### src/rtl/pin_mux_ctrl_if.sv
// pin_mux_ctrl_if - select-write configuration bus for the pin bank.
//   iCFG_WR   : one-cycle write strobe
//   iCFG_ADDR : pin index being written
//   iCFG_SEL  : new source select for that pin
//   oCFG_ERR  : one-cycle pulse, the write was rejected
// master = interconnect side, slave = pin_mux_ctrl.
interface pin_mux_ctrl_if #(
   parameter int PINS  = 32,
   parameter int SELW  = 2,
   parameter int ADDRW = (PINS > 1) ? $clog2(PINS) : 1
);
   logic             iCFG_WR;
   logic [ADDRW-1:0] iCFG_ADDR;
   logic [SELW-1:0]  iCFG_SEL;
   logic             oCFG_ERR;

   modport master (output iCFG_WR, iCFG_ADDR, iCFG_SEL, input oCFG_ERR);
   modport slave  (input iCFG_WR, iCFG_ADDR, iCFG_SEL, output oCFG_ERR);
endinterface

### src/rtl/pin_mux_ctrl.sv
// pin_mux_ctrl - pad multiplexer for one pin bank.
//   Each pin is driven by GPIO (source 0) or one of SRCS-1 alternate outputs.
//   Select changes release the pad for DEAD cycles (break-before-make).
//   Pad inputs are synchronised, edge-detected and latched as sticky events.
// Ports:
//   iCLK/iRESETn          clock, async active-low reset
//   iPIN_IN               raw pad levels        oPIN_OUT/oPIN_OE  registered pad drive
//   iPIO_OUT/iPIO_DIR     GPIO source           iALT_OUT          alternate sources
//   cfg                   select-write bus      oSEL              per-pin target select
//   oSWITCHING            pin in dead time      oPIN_SYNC         synchronised input
//   oRISE/oFALL           edge pulses           iEVT_CLR/oEVT     W1C sticky edge flags
//   oIRQ                  registered OR of oEVT

// One pin: select state machine, pad drive and input/edge path.
module pin_mux_lane #(
   parameter int SRCS = 4,
   parameter int SELW = 2,
   parameter int DEAD = 4
) (
   input  logic            clk,
   input  logic            rst_n,
   input  logic            wr_hit,
   input  logic [SELW-1:0] wr_sel,
   input  logic            pio_out,
   input  logic            pio_dir,
   input  logic [SRCS-2:0] alt_out,
   input  logic            pad_in,
   input  logic            edge_en,
   input  logic            evt_clr,
   output logic [SELW-1:0] sel,
   output logic            pin_out,
   output logic            pin_oe,
   output logic            switching,
   output logic            sync,
   output logic            rise,
   output logic            fall,
   output logic            evt
);
   typedef enum logic {ST_ACTIVE, ST_DEAD} state_e;

   localparam logic [3:0] DEAD_LD = (DEAD > 0) ? 4'(DEAD - 1) : 4'd0;

   state_e          state_q, state_d;
   logic [3:0]      cnt_q, cnt_d;
   logic [SELW-1:0] sel_q, sel_d;
   logic            out_q, out_d, oe_q, oe_d;
   logic            sync1_q, sync1_d, sync2_q, sync2_d, hist_q, hist_d;
   logic            rise_q, rise_d, fall_q, fall_d, evt_q, evt_d;

   always_comb begin
      state_d = state_q;
      cnt_d   = cnt_q;
      sel_d   = sel_q;
      out_d   = 1'b0;
      oe_d    = 1'b0;
      if (state_q == ST_DEAD) begin
         if (cnt_q == 4'd0) state_d = ST_ACTIVE;
         else               cnt_d   = cnt_q - 4'd1;
      end
      // A changed select (re)starts the dead time, even if already in it.
      if (wr_hit && (wr_sel != sel_q)) begin
         sel_d = wr_sel;
         if (DEAD > 0) begin
            state_d = ST_DEAD;
            cnt_d   = DEAD_LD;
         end
      end
      // Drive is computed from the next state so the pad releases on the
      // same edge the new select is taken.
      if (state_d == ST_ACTIVE) begin
         if (sel_d == '0) begin
            oe_d  = pio_dir;
            out_d = pio_dir & pio_out;
         end else begin
            oe_d = 1'b1;
            for (int k = 1; k < SRCS; k++)
               if (sel_d == SELW'(k)) out_d = alt_out[k-1];
         end
      end

      sync1_d = pad_in;
      sync2_d = sync1_q;
      hist_d  = sync2_q;
      rise_d  = edge_en &  sync2_q & ~hist_q;
      fall_d  = edge_en & ~sync2_q &  hist_q;
      // Set beats clear when both land in the same cycle.
      evt_d   = (evt_q & ~evt_clr) | rise_q | fall_q;
   end

   always_ff @(posedge clk or negedge rst_n) begin
      if (!rst_n) begin
         state_q <= ST_ACTIVE;
         cnt_q   <= '0;
         sel_q   <= '0;
         out_q   <= 1'b0;
         oe_q    <= 1'b0;
         sync1_q <= 1'b0;
         sync2_q <= 1'b0;
         hist_q  <= 1'b0;
         rise_q  <= 1'b0;
         fall_q  <= 1'b0;
         evt_q   <= 1'b0;
      end else begin
         state_q <= state_d;
         cnt_q   <= cnt_d;
         sel_q   <= sel_d;
         out_q   <= out_d;
         oe_q    <= oe_d;
         sync1_q <= sync1_d;
         sync2_q <= sync2_d;
         hist_q  <= hist_d;
         rise_q  <= rise_d;
         fall_q  <= fall_d;
         evt_q   <= evt_d;
      end
   end

   assign sel       = sel_q;
   assign pin_out   = out_q;
   assign pin_oe    = oe_q;
   assign switching = (state_q == ST_DEAD);
   assign sync      = sync2_q;
   assign rise      = rise_q;
   assign fall      = fall_q;
   assign evt       = evt_q;
endmodule

module pin_mux_ctrl #(
   parameter int PINS = 32,
   parameter int SRCS = 4,
   parameter int SELW = 2,
   parameter int DEAD = 4
) (
   input  logic                     iCLK,
   input  logic                     iRESETn,
   input  logic [PINS-1:0]          iPIN_IN,
   output logic [PINS-1:0]          oPIN_OUT,
   output logic [PINS-1:0]          oPIN_OE,
   input  logic [PINS-1:0]          iPIO_OUT,
   input  logic [PINS-1:0]          iPIO_DIR,
   input  logic [(SRCS-1)*PINS-1:0] iALT_OUT,
   pin_mux_ctrl_if.slave            cfg,
   output logic [PINS*SELW-1:0]     oSEL,
   output logic [PINS-1:0]          oSWITCHING,
   output logic [PINS-1:0]          oPIN_SYNC,
   output logic [PINS-1:0]          oRISE,
   output logic [PINS-1:0]          oFALL,
   input  logic [PINS-1:0]          iEVT_CLR,
   output logic [PINS-1:0]          oEVT,
   output logic                     oIRQ
);
   logic       wr_ok, err_q, err_d, irq_q, irq_d, edge_en;
   logic [1:0] wu_q, wu_d;

   always_comb begin
      wr_ok = cfg.iCFG_WR && (int'(cfg.iCFG_ADDR) < PINS) && (int'(cfg.iCFG_SEL) < SRCS);
      err_d = cfg.iCFG_WR && !wr_ok;
      // Warm-up keeps the synchroniser's first fill from looking like an edge.
      wu_d  = (wu_q == 2'd3) ? wu_q : wu_q + 2'd1;
      irq_d = |oEVT;
   end

   always_ff @(posedge iCLK or negedge iRESETn) begin
      if (!iRESETn) begin
         err_q <= 1'b0;
         wu_q  <= 2'd0;
         irq_q <= 1'b0;
      end else begin
         err_q <= err_d;
         wu_q  <= wu_d;
         irq_q <= irq_d;
      end
   end

   assign edge_en      = (wu_q == 2'd3);
   assign cfg.oCFG_ERR = err_q;
   assign oIRQ         = irq_q;

   for (genvar i = 0; i < PINS; i++) begin : g_pin
      logic [SRCS-2:0] alt;
      for (genvar k = 1; k < SRCS; k++) begin : g_alt
         assign alt[k-1] = iALT_OUT[(k-1)*PINS+i];
      end

      pin_mux_lane #(.SRCS(SRCS), .SELW(SELW), .DEAD(DEAD)) u_lane (
         .clk      (iCLK),
         .rst_n    (iRESETn),
         .wr_hit   (wr_ok && (int'(cfg.iCFG_ADDR) == i)),
         .wr_sel   (cfg.iCFG_SEL),
         .pio_out  (iPIO_OUT[i]),
         .pio_dir  (iPIO_DIR[i]),
         .alt_out  (alt),
         .pad_in   (iPIN_IN[i]),
         .edge_en  (edge_en),
         .evt_clr  (iEVT_CLR[i]),
         .sel      (oSEL[i*SELW +: SELW]),
         .pin_out  (oPIN_OUT[i]),
         .pin_oe   (oPIN_OE[i]),
         .switching(oSWITCHING[i]),
         .sync     (oPIN_SYNC[i]),
         .rise     (oRISE[i]),
         .fall     (oFALL[i]),
         .evt      (oEVT[i])
      );
   end
endmodule
### src/flat_wrapper.sv
// flat-port wrapper written by rule: the top's interface ports become plain ports
module pin_mux_ctrl_flat 
#(
   parameter int PINS = 32,
   parameter int SRCS = 4,
   parameter int SELW = 2,
   parameter int DEAD = 4
)
  (iCLK, iRESETn, iPIN_IN, oPIN_OUT, oPIN_OE, iPIO_OUT, iPIO_DIR, iALT_OUT, oSEL, oSWITCHING, oPIN_SYNC, oRISE, oFALL, iEVT_CLR, oEVT, oIRQ, cfg_iCFG_WR, cfg_iCFG_ADDR, cfg_iCFG_SEL, cfg_oCFG_ERR);
  pin_mux_ctrl_if #(.PINS(PINS), .SELW(SELW)) cfg_i ();
  input  logic iCLK;
  input  logic iRESETn;
  input  logic [PINS-1:0] iPIN_IN;
  output logic [PINS-1:0] oPIN_OUT;
  output logic [PINS-1:0] oPIN_OE;
  input  logic [PINS-1:0] iPIO_OUT;
  input  logic [PINS-1:0] iPIO_DIR;
  input  logic [(SRCS-1)*PINS-1:0] iALT_OUT;
  output logic [PINS*SELW-1:0] oSEL;
  output logic [PINS-1:0] oSWITCHING;
  output logic [PINS-1:0] oPIN_SYNC;
  output logic [PINS-1:0] oRISE;
  output logic [PINS-1:0] oFALL;
  input  logic [PINS-1:0] iEVT_CLR;
  output logic [PINS-1:0] oEVT;
  output logic oIRQ;
  input wire logic [$bits(cfg_i.iCFG_WR)-1:0] cfg_iCFG_WR;
  input wire logic [$bits(cfg_i.iCFG_ADDR)-1:0] cfg_iCFG_ADDR;
  input wire logic [$bits(cfg_i.iCFG_SEL)-1:0] cfg_iCFG_SEL;
  output wire logic [$bits(cfg_i.oCFG_ERR)-1:0] cfg_oCFG_ERR;
  assign cfg_i.iCFG_WR = cfg_iCFG_WR;
  assign cfg_i.iCFG_ADDR = cfg_iCFG_ADDR;
  assign cfg_i.iCFG_SEL = cfg_iCFG_SEL;
  assign cfg_oCFG_ERR = cfg_i.oCFG_ERR;
  pin_mux_ctrl #(.PINS(PINS), .SRCS(SRCS), .SELW(SELW), .DEAD(DEAD)) u_core (.iCLK(iCLK), .iRESETn(iRESETn), .iPIN_IN(iPIN_IN), .oPIN_OUT(oPIN_OUT), .oPIN_OE(oPIN_OE), .iPIO_OUT(iPIO_OUT), .iPIO_DIR(iPIO_DIR), .iALT_OUT(iALT_OUT), .cfg(cfg_i), .oSEL(oSEL), .oSWITCHING(oSWITCHING), .oPIN_SYNC(oPIN_SYNC), .oRISE(oRISE), .oFALL(oFALL), .iEVT_CLR(iEVT_CLR), .oEVT(oEVT), .oIRQ(oIRQ));
endmodule
### config.mk
export PLATFORM = sky130hd
export DESIGN_NAME = pin_mux_ctrl_flat
export DESIGN_NICKNAME = d
export VERILOG_FILES = /design/src/rtl/pin_mux_ctrl_if.sv /design/src/rtl/pin_mux_ctrl.sv /design/src/flat_wrapper.sv
export SDC_FILE = /design/constraint.sdc
export NUM_CORES = 1
export LEC_CHECK = 0
export ABC_AREA = 1
export ABC_CLOCK_PERIOD_IN_PS = 5350
export BUFFER_PORTS_ARGS = -buffer_cell sky130_fd_sc_hd__buf_2
export CORE_MARGIN = 10
export CORE_UTILIZATION = 45
export DETAILED_ROUTE_END_ITERATION = 12
export GPL_ROUTABILITY_DRIVEN = 0
export GPL_TIMING_DRIVEN = 1
export HOLD_SLACK_MARGIN = 0.12
export PLACE_DENSITY = 0.68
export SLEW_MARGIN = 20
export SYNTH_ARGS = -nofsm -noshare
export SYNTH_HDL_FRONTEND = slang
export SYNTH_SLANG_ARGS = --single-unit
### constraint.sdc
create_clock -name iCLK -period 5.35 [get_ports iCLK]
set_input_delay 0.535 -clock iCLK [delete_from_list [all_inputs] [get_ports iCLK]]
set_output_delay 0.535 -clock iCLK [all_outputs]
set_load 0.02 [all_outputs]
==> impl_summary.md <==
Outcome
The flow ran to the end, and the final reports show no timing, DRC or antenna violations.

Pwr
The sequential cell fraction of total power is 0.400. The internal power consumption is 8.23 mW. The static leakage power is 15.4 nW. IR analysis of the VDD net gives a maximum drop of 0.314 mV.

The power per cell area is 468 nW/um^2. The proportion of power drawn by the clock network is 0.290. The switching component of the power is 4.75 mW.

The share of total power dissipated in combinational logic is 0.310. The switching power as a share of total power is 0.366.

Yosys
The average instance area after synthesis is 8.32 um^2. The post-synthesis cell type with the largest combined area is sky130_fd_sc_hd__dfrtp_1. In the synthesized netlist the dominant register cell turns out to be sky130_fd_sc_hd__dfrtp_1. The flop and latch count out of synthesis is 483. The total number of yosys warnings is 0. The area share of the leading cell type in the synthesized netlist is 0.511. In the synthesized netlist the async set-or-reset flop fraction comes to 1.00.

The post-synthesis instance area is 23700 um^2. The share of synthesized area occupied by flip-flops and latches is 0.511. The count of unique library cells instantiated by Yosys is 34.

The number of enable-type register cells in the synthesized netlist is 0. Counting every instance in the synthesized netlist gives 2845. The number of nets handed over by synthesis was 3114. In the synthesized netlist, the cells that appear most often are 644 x sky130_fd_sc_hd__nand2_1, 483 x sky130_fd_sc_hd__dfrtp_1, 472 x sky130_fd_sc_hd__inv_1. The most common cell in the synthesized netlist is sky130_fd_sc_hd__nand2_1.

Ranked by total cell area, the synthesized netlist is headed by sky130_fd_sc_hd__dfrtp_1 51%, sky130_fd_sc_hd__nand2_1 10%, sky130_fd_sc_hd__inv_1 7.5%, sky130_fd_sc_hd__buf_4 7.2%, sky130_fd_sc_hd__nor2_1 4.6%.

Final layout
The final layout contains 3490 nets. The register with the most flip-flops is u_core.g_pin.u_lane.cnt_q. The multi-input logic area is 7930 um^2. Fill cells in the final layout number 4756. The flip-flop count of the largest register, all copies and words added is 128. Summing all flip-flop and latch instances after layout gives 12100 um^2. The synthesis-to-finish area growth is 17.3%. The share of post-route cells with drive strength above 1 is 0.206.

CTS
After clock tree synthesis, the clock-pin slew on the worst setup and hold paths is 0.06 ns. TritonCTS built the clock tree. The number of gates given a new drive strength after cts is 0. The CTS buffer count is 54. The largest buffer count on any clock path is 3. Clock tree synthesis found a total of 483 sinks. The H-tree depth is 2. The latest clock arrival within the worst-skew pair is 0.59 ns. CTS placed an instance of sky130_fd_sc_hd__clkbuf_16 at the clock tree root.

Setup path
The worst setup path is captured at a register. The data arrival at the endpoint of the critical path is 2.88 ns. The highest net fanout along the worst path is 47. The critical path is of the primary input to register type.

STA classifies the critical path startpoint as a primary input. STA puts the critical path data required time at 5.83 ns.

Global route
The largest net degree at the start of global routing is 137. The wire length of the first global-routing pass is 104000 um. The aggregate global-route resource usage is 0.209.

The remaining global-route overflow is 0. The initial antenna violation count is 24. The via count of the first global-routing pass came to 18500.

Drt
The total number of vias is 18700. The number of nets with antenna violations after detailed routing is 0. Using the TritonRoute via totals, the vias-per-cell ratio works out to 4.74. In the routed design, unresolved DRC markers number 0. The routed wire length per instance is 16.9 um. In this run, the number of DRC markers left after iteration 0 of detailed routing was 986. The sum of routed wire length over all layers is 66900 um.

The first TritonRoute pass finished after 5 iterations.

STA
The time the worst path needs with I/O delays and setup is 2.41 ns. The worst hold-check slack is 0.157 ns. The post-route clock period utilization is 0.450. The least setup slack across all paths after layout is 2.94 ns. The count of pins over their slew limit is 0. The count of endpoints failing setup in the final report is 0. Derived from the worst setup path, the maximum achievable clock frequency is 416 MHz. The normalized max-slew margin is 0.320. The measured slew at the worst slew-check pin is 1.02 ns. Setup repair after global routing left no endpoint under its margin. The number of hold violations in the final report is 0. In the final timing run, aggregate negative setup slack is 0 ns. For the final database, setup skew stands at 0.0172 ns.

Floorplanning
The die height is 249 um. The number of I/O pins is 524. Measured along the x axis, the die boundary spans 249 um. The number of standard-cell rows in the floorplan is 83. The area of the die is 62200 um^2.

The initial standard-cell utilization of the core is 0.458. The total area inside the core boundary comes to 51700 um^2.

Hold path
The path class of the tightest hold or removal check is primary input to register.

Placed design
Once detailed placement completed, the half-perimeter wirelength came to 50700 um. OpenSTA, run right after detailed placement, puts the worst setup slack at 2.36 ns. The number of input and output port buffers inserted is 522.

Flow run
The max-capacitance violation count is 0.
worst max-delay path, cell delays in order:
cell                      delay (ns)
sky130_fd_sc_hd__buf_2          0.14
sky130_fd_sc_hd__nand2_1        0.34
sky130_fd_sc_hd__inv_2          0.85
sky130_fd_sc_hd__nand2_1        0.27
sky130_fd_sc_hd__a21oi_1        0.40
sky130_fd_sc_hd__nor2_1         0.10
sky130_fd_sc_hd__nand2_1        0.08
sky130_fd_sc_hd__inv_1          0.05
sky130_fd_sc_hd__nand2_1        0.06
sky130_fd_sc_hd__nor2_1         0.03
per-layer routing:
layer | global-route usage | share of wire | vias to the layer above
li1 | - | - | 9343
met1 | 0.246 | 0.41 | 8704
met2 | 0.351 | 0.48 | 543
met3 | 0.0757 | 0.084 | 126
met4 | 0.0658 | 0.028 | 26
met5 | 0 | 0.0023 | -
logic make-up (layout without fill, tap and decap cells):
| group | Yosys count | count (layout) | share of synthesized area |
|---|---|---|---|
| compound gates | 256 | 256 | 0.0614 |
| xor+xnor | 74 | 74 | 0.0274 |
| fa+ha+maj | 35 | 35 | 0.0185 |
| buf+inv | 740 | 1159 | 0.155 |
| flops | 483 | 483 | 0.511 |
| mux | 1 | 1 | 0.000476 |
| other cells | 1 | 11 | 0.000158 |
| simple gates | 1255 | 1255 | 0.227 |
power groups by stage:
stage	Combinational (mW)	Sequential [mW]	Clock [mW]
after floorplan	3.16	5.20	0
after global placement	3.96	5.23	0
after detailed placement	4.02	5.24	0
after CTS	4.06	5.20	3.87
after global routing	4.58	5.32	4.02
final	4.02	5.20	3.76
what timing repair did:
action                    in CTS  in global routing
buffers inserted               0                  0
hold endpoints to repair     129                  0
hold buffers                  50                  0
metrics by stage:
| step | utilization | cells | area, um^2 | total power [mW] |
|---|---|---|---|---|
| 3_3_place_gp | 0.491 | 3795 | 25400 | 9.20 |
| 5_1_grt | 0.536 | 3947 | 27700 | 13.9 |
| 3_5_place_dp | 0.491 | 3795 | 25400 | 9.26 |
| 2_1_floorplan | - | 2845 | 23700 | 8.36 |
| 4_1_cts | 0.536 | 3944 | 27700 | 13.1 |
| 6_report | 0.537 | 3954 | 27700 | 13.0 |
final timing paths:
| path | from | end | slack, ns | cells past startpoint |
|---|---|---|---|---|
| worst max-delay path | cfg_iCFG_ADDR[4] | u_core.g_pin[18].u_lane.pin_out | 2.94 | 10 |
| max in group asynchronous | iRESETn | u_core.g_pin[3].u_lane.switching | 3.59 | 3 |
| worst min register to register | u_core.g_pin[31].u_lane.sync1_q | u_core.g_pin[31].u_lane.sync | 0.34 | 0 |
| worst max register to register | u_core.g_pin[12].u_lane.cnt_q[0] | u_core.g_pin[12].u_lane.pin_out | 3.18 | 10 |
| worst min-delay path | iEVT_CLR[27] | u_core.g_pin[27].u_lane.evt | 0.16 | 2 |
| min in group asynchronous | iRESETn | u_core.g_pin[2].u_lane.evt | 0.56 | 2 |
final cells by class:
type | instances | share of cell area
Clock buffer | 72 | 0.0559
Inverter | 478 | 0.0647
Antenna cell | 10 | 0.000902
Multi-Input combinational cell | 1622 | 0.286
Sequential cell | 483 | 0.436
Clock inverter | 27 | 0.00988
Timing Repair Buffer | 582 | 0.117
Tap cell | 680 | 0.0307
cell usage in the layout (no fill, tap or decap), drive strengths merged:
cell type	n
nand2	651
buf	532
dfrtp	483
inv	482
nor2	305
nand3	172
o21ai	113
a21oi	92
clkbuf	72
xnor2	66
nor3	54
dlygate4sd3	50
ha	35
nand3b	31
o31ai	29
nor3b	28
clkinv	16
o211ai	13
diode	10
nor4	10
xor2	8
a31oi	6
bufinv	4
nand4	3
o21bai	3
clkinvlp	3
or2	1
mux2	1
conb	1
Note: power is estimated with default switching activity, not from simulation.
